==> src/rtl/core_pkg.sv <==
// Shared core definitions: opcodes, wait-source encoding and hazard FSM states.
package core_pkg;

   // RV32I major opcodes seen by the hazard logic
   localparam logic [6:0] OP_LOAD   = 7'b0000011;
   localparam logic [6:0] OP_BRANCH = 7'b1100011;
   localparam logic [6:0] OP_JAL    = 7'b1101111;
   localparam logic [6:0] OP_JALR   = 7'b1100111;

   // Outstanding-miss source as presented on wait_src
   localparam logic [1:0] WSRC_NONE  = 2'b00;
   localparam logic [1:0] WSRC_IMISS = 2'b01;
   localparam logic [1:0] WSRC_DMISS = 2'b10;

   // Miss-tracking FSM states
   typedef enum logic [1:0] {
      ST_RUN   = 2'b00,
      ST_IWAIT = 2'b01,
      ST_DWAIT = 2'b10
   } hz_state_e;

   // Map an FSM state to its externally visible wait-source code
   function automatic logic [1:0] state_to_src(input hz_state_e st);
      logic [1:0] src;
      case (st)
         ST_RUN:   src = WSRC_NONE;
         ST_IWAIT: src = WSRC_IMISS;
         ST_DWAIT: src = WSRC_DMISS;
         default:  src = WSRC_NONE;
      endcase
      return src;
   endfunction

endpackage

==> src/rtl/hazard_ctrl_perf_counter.sv <==
// Free-running event counter: +1 on each enabled cycle, wraps modulo 2^CNT_W.
module perf_counter #(
   parameter int CNT_W = 32
) (
   input  logic             clk,
   input  logic             rst,
   input  logic             en,
   output logic [CNT_W-1:0] count
);

   localparam logic [CNT_W-1:0] ONE = CNT_W'(1);

   logic [CNT_W-1:0] count_q;
   logic [CNT_W-1:0] count_d;

   // Next count: increment on enabled cycles, otherwise hold
   always_comb begin
      count_d = count_q;
      if (en) begin
         count_d = count_q + ONE;
      end else begin
         count_d = count_q;
      end
   end

   // Count register, cleared by the asynchronous active-low reset
   always_ff @(posedge clk or negedge rst) begin
      if (!rst) begin
         count_q <= '0;
      end else begin
         count_q <= count_d;
      end
   end

   assign count = count_q;

endmodule

==> src/rtl/hazard_ctrl.sv <==
// Pipeline hazard / memory-wait controller: load-use stall, jump/branch flush,
// cache-miss freeze, miss-source FSM, miss watchdog and performance counters.
module hazard_ctrl
   import core_pkg::*;
#(
   parameter int CNT_W   = 32,
   parameter int TIMEOUT = 1023
) (
   input  logic             clk,
   input  logic             rst,
   input  logic [4:0]       D_rs1,
   input  logic [4:0]       D_rs2,
   input  logic             D_use_rs1,
   input  logic             D_use_rs2,
   input  logic [6:0]       E_op,
   input  logic [4:0]       E_rd,
   input  logic             jb,
   input  logic             imem_req,
   input  logic             imem_ready,
   input  logic             dmem_req,
   input  logic             dmem_ready,
   output logic             stall,
   output logic             jb_flush,
   output logic             waiting,
   output logic [1:0]       wait_src,
   output logic             timeout_err,
   output logic [CNT_W-1:0] stall_cnt,
   output logic [CNT_W-1:0] flush_cnt,
   output logic [CNT_W-1:0] wait_cnt
);

   localparam int              WR_W  = (TIMEOUT < 2) ? 1 : $clog2(TIMEOUT + 1);
   localparam logic [WR_W-1:0] TO_V  = WR_W'(TIMEOUT);
   localparam logic [WR_W-1:0] WR_1  = WR_W'(1);

   logic            dmiss_s;
   logic            imiss_s;
   logic            waiting_s;
   logic            jb_flush_s;
   logic            rs1_hit_s;
   logic            rs2_hit_s;
   logic            stall_s;

   hz_state_e       state_q;
   hz_state_e       state_d;
   logic [WR_W-1:0] wait_run_q;
   logic [WR_W-1:0] wait_run_d;
   logic            timeout_err_q;
   logic            timeout_err_d;

   // Same-cycle strobes; priority waiting > jb > stall mirrors the pipeline registers
   always_comb begin
      dmiss_s    = dmem_req & ~dmem_ready;
      imiss_s    = imem_req & ~imem_ready;
      waiting_s  = dmiss_s | imiss_s;
      jb_flush_s = jb & ~waiting_s;
      rs1_hit_s  = D_use_rs1 & (D_rs1 == E_rd);
      rs2_hit_s  = D_use_rs2 & (D_rs2 == E_rd);
      stall_s    = ~waiting_s & ~jb & (E_op == OP_LOAD) & (E_rd != 5'd0)
                   & (rs1_hit_s | rs2_hit_s);
   end

   // Miss-source FSM next state; a pending D-miss wins because it is the older instruction
   always_comb begin
      state_d = state_q;
      case (state_q)
         ST_RUN: begin
            if (dmiss_s) begin
               state_d = ST_DWAIT;
            end else if (imiss_s) begin
               state_d = ST_IWAIT;
            end else begin
               state_d = ST_RUN;
            end
         end
         ST_DWAIT: begin
            if (dmiss_s) begin
               state_d = ST_DWAIT;
            end else if (imiss_s) begin
               state_d = ST_IWAIT;
            end else begin
               state_d = ST_RUN;
            end
         end
         ST_IWAIT: begin
            if (imiss_s) begin
               state_d = ST_IWAIT;
            end else if (dmiss_s) begin
               state_d = ST_DWAIT;
            end else begin
               state_d = ST_RUN;
            end
         end
         default: begin
            state_d = ST_RUN;
         end
      endcase
   end

   // Watchdog: saturating run length of consecutive waiting cycles, sticky error at TIMEOUT
   always_comb begin
      wait_run_d = wait_run_q;
      if (!waiting_s) begin
         wait_run_d = '0;
      end else if (wait_run_q < TO_V) begin
         wait_run_d = wait_run_q + WR_1;
      end else begin
         wait_run_d = wait_run_q;
      end
      timeout_err_d = timeout_err_q | (wait_run_d == TO_V);
   end

   // FSM and watchdog state registers; reset abandons any outstanding miss at once
   always_ff @(posedge clk or negedge rst) begin
      if (!rst) begin
         state_q       <= ST_RUN;
         wait_run_q    <= '0;
         timeout_err_q <= 1'b0;
      end else begin
         state_q       <= state_d;
         wait_run_q    <= wait_run_d;
         timeout_err_q <= timeout_err_d;
      end
   end

   perf_counter #(.CNT_W(CNT_W)) u_stall_cnt (
      .clk   (clk),
      .rst   (rst),
      .en    (stall_s),
      .count (stall_cnt)
   );

   perf_counter #(.CNT_W(CNT_W)) u_flush_cnt (
      .clk   (clk),
      .rst   (rst),
      .en    (jb_flush_s),
      .count (flush_cnt)
   );

   perf_counter #(.CNT_W(CNT_W)) u_wait_cnt (
      .clk   (clk),
      .rst   (rst),
      .en    (waiting_s),
      .count (wait_cnt)
   );

   assign stall       = stall_s;
   assign jb_flush    = jb_flush_s;
   assign waiting     = waiting_s;
   assign wait_src    = state_to_src(state_q);
   assign timeout_err = timeout_err_q;

endmodule
==> config.mk <==
export PLATFORM = sky130hd
export DESIGN_NAME = hazard_ctrl
export DESIGN_NICKNAME = d
export VERILOG_FILES = /design/src/rtl/core_pkg.sv /design/src/rtl/hazard_ctrl_perf_counter.sv /design/src/rtl/hazard_ctrl.sv
export SDC_FILE = /design/constraint.sdc
export NUM_CORES = 1
export LEC_CHECK = 0
export ABC_AREA = 0
export ABC_CLOCK_PERIOD_IN_PS = 2000
export CAP_MARGIN = 20
export CORE_UTILIZATION = 50
export CTS_BUF_LIST = sky130_fd_sc_hd__clkbuf_2
export DETAILED_ROUTE_END_ITERATION = 10
export PLACE_DENSITY = 0.81
export SYNTH_ARGS = -nofsm -noshare
export SYNTH_HDL_FRONTEND = slang
export SYNTH_HIERARCHICAL = 1
export SYNTH_SLANG_ARGS = --single-unit
==> constraint.sdc <==
create_clock -name clk -period 2 [get_ports clk]
set_clock_uncertainty 0.1 [all_clocks]
set_input_delay 0.2 -clock clk [delete_from_list [all_inputs] [get_ports clk]]
set_output_delay 0.2 -clock clk [all_outputs]
set_load 0.02 [all_outputs]
# Word-level counts from Yosys, hierarchy flattened
# Cells that the tools add are included.
# W data, S select, Z words.
[word_totals]
regBits = 109
in_bits = 31
output_inout_bits = 102
elab_cells = 44
[classes]
add_sub_neg = 4
magnitude_cmp = 1
n_eq_ne = 6
muxes = 8
n_bitwise = 16
reduce_logical = 3
[ops]
columns = ["op", "count"]
rows = [
  ["$add A32 B1 Y32 const B", 3],
  ["$mux W10", 2],
  ["$add A10 B1 Y10 const B", 1],
  ["$eq A10 B10 Y1 const B", 1],
  ["$eq A5 B5 Y1", 2],
  ["$lt A10 B10 Y1 const B", 1],
  ["$and A1 B1 Y1", 9],
  ["$pmux W2 S2", 2],
  ["$eq A7 B2 Y1 const B", 1],
  ["$mux W2", 3],
  ["$reduce_bool A5 Y1", 1],
  ["$not A1 Y1", 4],
  ["$or A1 B1 Y1", 3],
  ["$eq A2 B1 Y1 const B", 1],
  ["$eq A2 B2 Y1 const B", 1],
  ["$logic_not A2 Y1", 1],
  ["$reduce_or A2 Y1", 1],
  ["$mux W1", 1],
]

# Depth between registers and ports, before layout
# Gate-level depths: netlist of run 1.
[depth]
ltp_word = 8
mapped_depth = 9
mapped_depth_nobuf = 8

# By module
# The synthesis of run 1 kept the hierarchy.
[by_module_without_submodules]
columns = ["module", "n_inst", "cells_per_inst", "area_each_um2", "seq_area_each_um2"]
rows = [
  ["perf_counter", 3, 123, 1448.9, 800.8],
  ["hazard_ctrl", 1, 98, 908.4, 325.3],
]

# Worst setup path after synthesis of run 1
# Ideal clock, no wire load.
[synth_timing]
kind = "input -> register"
from = "in E_rd[0]"
to = "reg u_stall_cnt.count_q[23] (netlist: u_stall_cnt/count[23])"
setup_time_ns = 0.080
arrival_ns = 3.000
required_time_ns = 1.820
slack_ns = -1.179
cell_stages = 8
n_path_buf = 0
cell_sequence = "xor2_1 > nor4_1 > nand3_1 > a221oi_1 > nand4_4 > or4_4 > nor4_2 > xor2_1"
[synth_between]
elab_chain_len = 4
elab_cells_between_ends = 8
cone_classes = "eq/ne: 2; bitwise: 5; reduce/logical: 1"
[synth_rtl]
columns = ["item", "line_no", "rtl"]
rows = [
  ["from (decl)", "hazard_ctrl.sv:16", "input logic [4:0] E_rd,"],
  ["$eq A5 B5 Y1 (on tied branches)", "hazard_ctrl.sv:57, hazard_ctrl.sv:58", ""],
  ["$and A1 B1 Y1 (on tied branches)", "hazard_ctrl.sv:57, hazard_ctrl.sv:58", ""],
  ["$or A1 B1 Y1", "hazard_ctrl.sv:60", "& (rs1_hit_s | rs2_hit_s);"],
  ["$and A1 B1 Y1 (*)", "hazard_ctrl.sv:60", ""],
  ["via stall", "hazard_ctrl.sv:22", "output logic stall,"],
  ["to (signal assigned)", "hazard_ctrl_perf_counter.sv:31", "count_q <= count_d;"],
  ["to (decl)", "hazard_ctrl_perf_counter.sv:13", "logic [CNT_W-1:0] count_q;"],
]
# The timed path passes the listed nets; every way through them passes the cells marked *.
# A chain may end at the register's enable or synchronous reset.

# Worst setup path after layout of run 1
[layout_timing]
from = "in dmem_ready"
to = "reg u_stall_cnt.count_q[24] (netlist: u_stall_cnt/count[24])"
[layout_between]
elab_chain_len = 8
[layout_rtl]
columns = ["item", "line_no", "rtl"]
rows = [
  ["from (decl)", "hazard_ctrl.sv:21", "input logic dmem_ready,"],
  ["$not A1 Y1", "hazard_ctrl.sv:53", "dmiss_s = dmem_req & ~dmem_ready;"],
  ["$and A1 B1 Y1", "hazard_ctrl.sv:53", ""],
  ["$or A1 B1 Y1", "hazard_ctrl.sv:55", "waiting_s = dmiss_s | imiss_s;"],
  ["$not A1 Y1", "hazard_ctrl.sv:59", "stall_s = ~waiting_s & ~jb & (E_op == OP_LOAD) & (E_rd != 5'd0)"],
  ["$and A1 B1 Y1 (3 in series)", "hazard_ctrl.sv:59", ""],
  ["$and A1 B1 Y1", "hazard_ctrl.sv:60", ""],
]
# No other way between the ends.

==> summary.txt, run 1 <==
Floorplan
  – Die area: approximately 11000 µm²
  – Boundary Pins: 133
  – Die width: 105 µm
  – CORE AREA: 10300 µm²
  – Die Height: 105 µm
  – # rows: 37
  – Initial core utilization: 0.511

Power and ir drop
  – Combinational Power Share: 0.256
  – Leak Pwr: 4.90 nW
  – Net Sw Power: 0.00154 W
  – Max IR drop VDD: 0.000635 V
  – Register share of total power: 0.544
  – Internal Power: ~0.0031 W
  – Clk pwr share: 0.201
  – Pwr dens: 575 nW/µm²
  – Sw frac: 0.330

Clock tree
  – Worst-Skew Late Latency: 0.61 ns
  – Root buffer cell: clkbuf_2
  – Sink Count: 109
  – H-tree depth: 3
  – Clock Pin Slew Worst Setup and Hold Paths: 0.34 ns
  – Clock Path Buffers: 2
  – Number of buffers created by CTS: 9
  – CTS tree: yes

STA
  – Final hold vios: 0
  – Max_slew headroom: 0.623
  – Unrepaired setup endpoints after global routing: true
  – Setup Viol. Count Final: 0
  – Worst Max-Slew Pin Slew: 0.566 ns
  – Minimum clock period: 1.95 ns
  – Ratio of final minimum period to clock period: 0.975
  – Peak Freq: 513 MHz
  – Hold WS: around 0.045 ns
  – Final Max Slew Viols: 0

Setup path
  – Most common cell on crit path: buf_6
  – Largest stage delay, worst path: 0.46 ns
  – Crit-path max FO: 5
  – Worst Path Buf+Inv: 3
  – CP delay by family, top: simple AND/OR/NAND/NOR gates
  – CP Cell Sequence: clkdlybuf4s50_1, nand2b_4, and2_4, nand3_4, a221oi_4, buf_6, buf_6, and4_4, nand4_1, nor4_2, xor2_1
  – Crit path launch type: input pin
  – Critical path arrival: around 2.4 ns
  – Worst Setup End Kind: flip-flop
  – Critical path type: in -> reg
  – Critical-path top delay cell: clkdlybuf4s50_1
  – CP Data Required Time: 2.44 ns

Drt
  – Drt total wl: 14100 µm
  – DRT Pass-1 Iters: 6
  – DR iter-0 viols: 165
  – ANT nets after route: 0
  – DRC: 0
  – Vias: around 4700
  – DR WL/cell: 16.1 µm
  – Vias/cell: ~5.4

Outcome
  – Status: finished, final reports clean

GRT
  – First-pass GRT wire length: 21900 µm
  – GRT Residual Overflow: 0
  – Global-route usage over all layers: 0.247
  – Antenna violations before repair: 0
  – Largest net degree at the start of global routing: 110
  – Vias in the first global route: roughly 4700

Layout
  – Fillers: 628
  – Area added between synthesis and finish: 54.8%
  – Area of the multi-input gates: ~2700 µm²
  – Storage element area: 2750 µm²
  – Layout cells sized above 1: 0.305
  – Total Nets Final: 770
  – Ant diodes: 0
  – Post-Layout Cell Count: ~880
  – Post-route cell area: 8130 µm²
  – Fin util: 0.791

Synthesis
  – Avg Cell Area, Syn: ~11 µm²
  – Most frequent cell after synthesis: dfrtp_1
  – Seq/Total Area, Yosys: 0.519
  – Seq cells post-synth: 109
  – Synth Flop Type: dfrtp_1
  – Top-area cell type share of the netlist area: 0.519
  – Synthesized cell area: approximately 5300 µm²
  – Syn nets: 502
  – Fraction of registers with async set/reset: 1.00
  – Netlist cell types: 43
  – Syn Inst Count: 467
  – Number of flops mapped to enable cells by yosys: 0
  – Synth cell count leaders: 109 x dfrtp_1, 60 x xnor2_1, 46 x xor2_1, 35 x nand2_1, 33 x nand4_1
  – Yosys warns: 6
  – Synth area leaders: dfrtp_1 52%, xnor2_1 10%, xor2_1 7.7%
  – Area leader, netlist: dfrtp_1

Place
  – IO buf count: 132
  – Post-DP HPWL: 8770 µm
  – Dpl cell area: a little over 7000 µm²
  – DP Cell Count: a little under 800
  – RD Place Congestion: 0.845

Run
  – Max-cap check violation count: 0

Worst hold path
  – Type of the most critical hold path: in -> async
[layout make-up]
type | count | area share
timing repair buffer | 259 | 0.295
tap | 136 | 0.0209
sequential | 109 | 0.338
clock buffer | 9 | 0.00554
multi-input combinational | 349 | 0.330
inverter | 7 | 0.00369
clock inverter | 7 | 0.00661
[power by group through the flow]
stage	Sequential, W	Combinational [W]	Clock (W)
after detailed placement	0.00264	0.00101	0
after floorplan	0.00277	0.000300	0
after global placement	0.00263	0.000980	0
final	0.00254	0.00120	0.000940
after CTS	0.00256	0.00117	0.000966
after global routing	0.00257	0.00129	0.00106
[metal layers]
layer	vias up	wire, µm	track usage	part of all wire
met5	-	0	0	0
met4	0	372	0.104	0.026
met3	38	486	0.0414	0.034
met2	144	7620	0.425	0.54
met1	2346	5630	0.307	0.40
li1	2213	-	-	-
[final timing paths]
check | start | endpoint | slack [ns] | cells past startpoint
max | dmem_ready | u_stall_cnt/count[24] | 0.05 | 11
min | rst | u_flush_cnt/count[23] | 0.05 | 3
max reg2reg | u_flush_cnt/count[1] | u_flush_cnt/count[22] | 0.06 | 6
min reg2reg | u_stall_cnt/count[31] | u_stall_cnt/count[31] | 0.41 | 1
max in group asynchronous | rst | u_wait_cnt/count[6] | 1.25 | 3
min in group clk | E_op[2] | u_stall_cnt/count[2] | 0.09 | 7
[cells in the final DEF, fill, tap and decap left out, types with 4 or more instances in the layout]
cell             count
a21oi_1              4
and2_1               6
and3_1              11
and4_1               9
buf_4              121
buf_6                8
clkbuf_2            17
clkdlybuf4s50_1     30
dfrtp_1             91
dfrtp_2             18
dlygate4sd2_1       18
dlymetal6s2s_1      67
inv_1                6
nand2_1             35
nand3_1             30
nand4_1             33
nor2_1              21
nor3_1              17
nor4_1               5
nor4_2              13
xnor2_1             60
xor2_1              45
[cells by family (layout without fill, tap and decap cells)]
family,count (synthesis),in the layout,share of synthesized area
and+or+nand+nor,218,218,0.255
DFF,109,109,0.519
xor gates and xnor gates,106,106,0.177
AOI/OAI and AO/OA,16,16,0.0202
buffers and inverters,9,282,0.00929
muxes,5,5,0.0102
adders and majority gates,4,4,0.00952
[worst min-delay path, stage by stage]
cell and delay, ns:
dlygate4sd3_1 0.52, buf_4 0.11, buf_12 0.42
[registers in the layout, summed over array words and instances (netlist names)]
register and flops:
u_wait_cnt/count 32, timeout_err 1, state_q 2, wait_run_q 10
u_flush_cnt/count 32, u_stall_cnt/count 32
[per-stage QoR]
stage	TNS [ns]	power, W	worst slack, ns
after floorplan	-7.13	0.00307	-0.438
after global placement	-33.49	0.00361	-0.812
after detailed placement	-38.71	0.00365	-0.966
after CTS	0	0.00469	0.000201
after global routing	-0.0654	0.00492	-0.0406
final	0	0.00468	0.0504
[repair_timing]
action / CTS / global route
endpoints found under the setup margin: 108 / 94
hold buffers: 1 / 0
gates resized for setup: 84 / 106
pin swaps: 15 / 27
buffers inserted: 64 / 21
endpoints found under the hold margin: 109 / 0
No activity file was read; power rests on OpenSTA's default activity.
==> inputs of run 2 (changes only) <==
--- a/config.mk
+++ b/config.mk
@@ -10,6 +10,7 @@
 export CAP_MARGIN = 20
 export CORE_UTILIZATION = 50
 export CTS_BUF_LIST = sky130_fd_sc_hd__clkbuf_2
+export CTS_CLUSTER_DIAMETER = 150
 export DETAILED_ROUTE_END_ITERATION = 10
 export PLACE_DENSITY = 0.81
 export SYNTH_ARGS = -nofsm -noshare
==> results of run 2 <==
No change in the layout: final DEF, timing and power equal those of run 1.
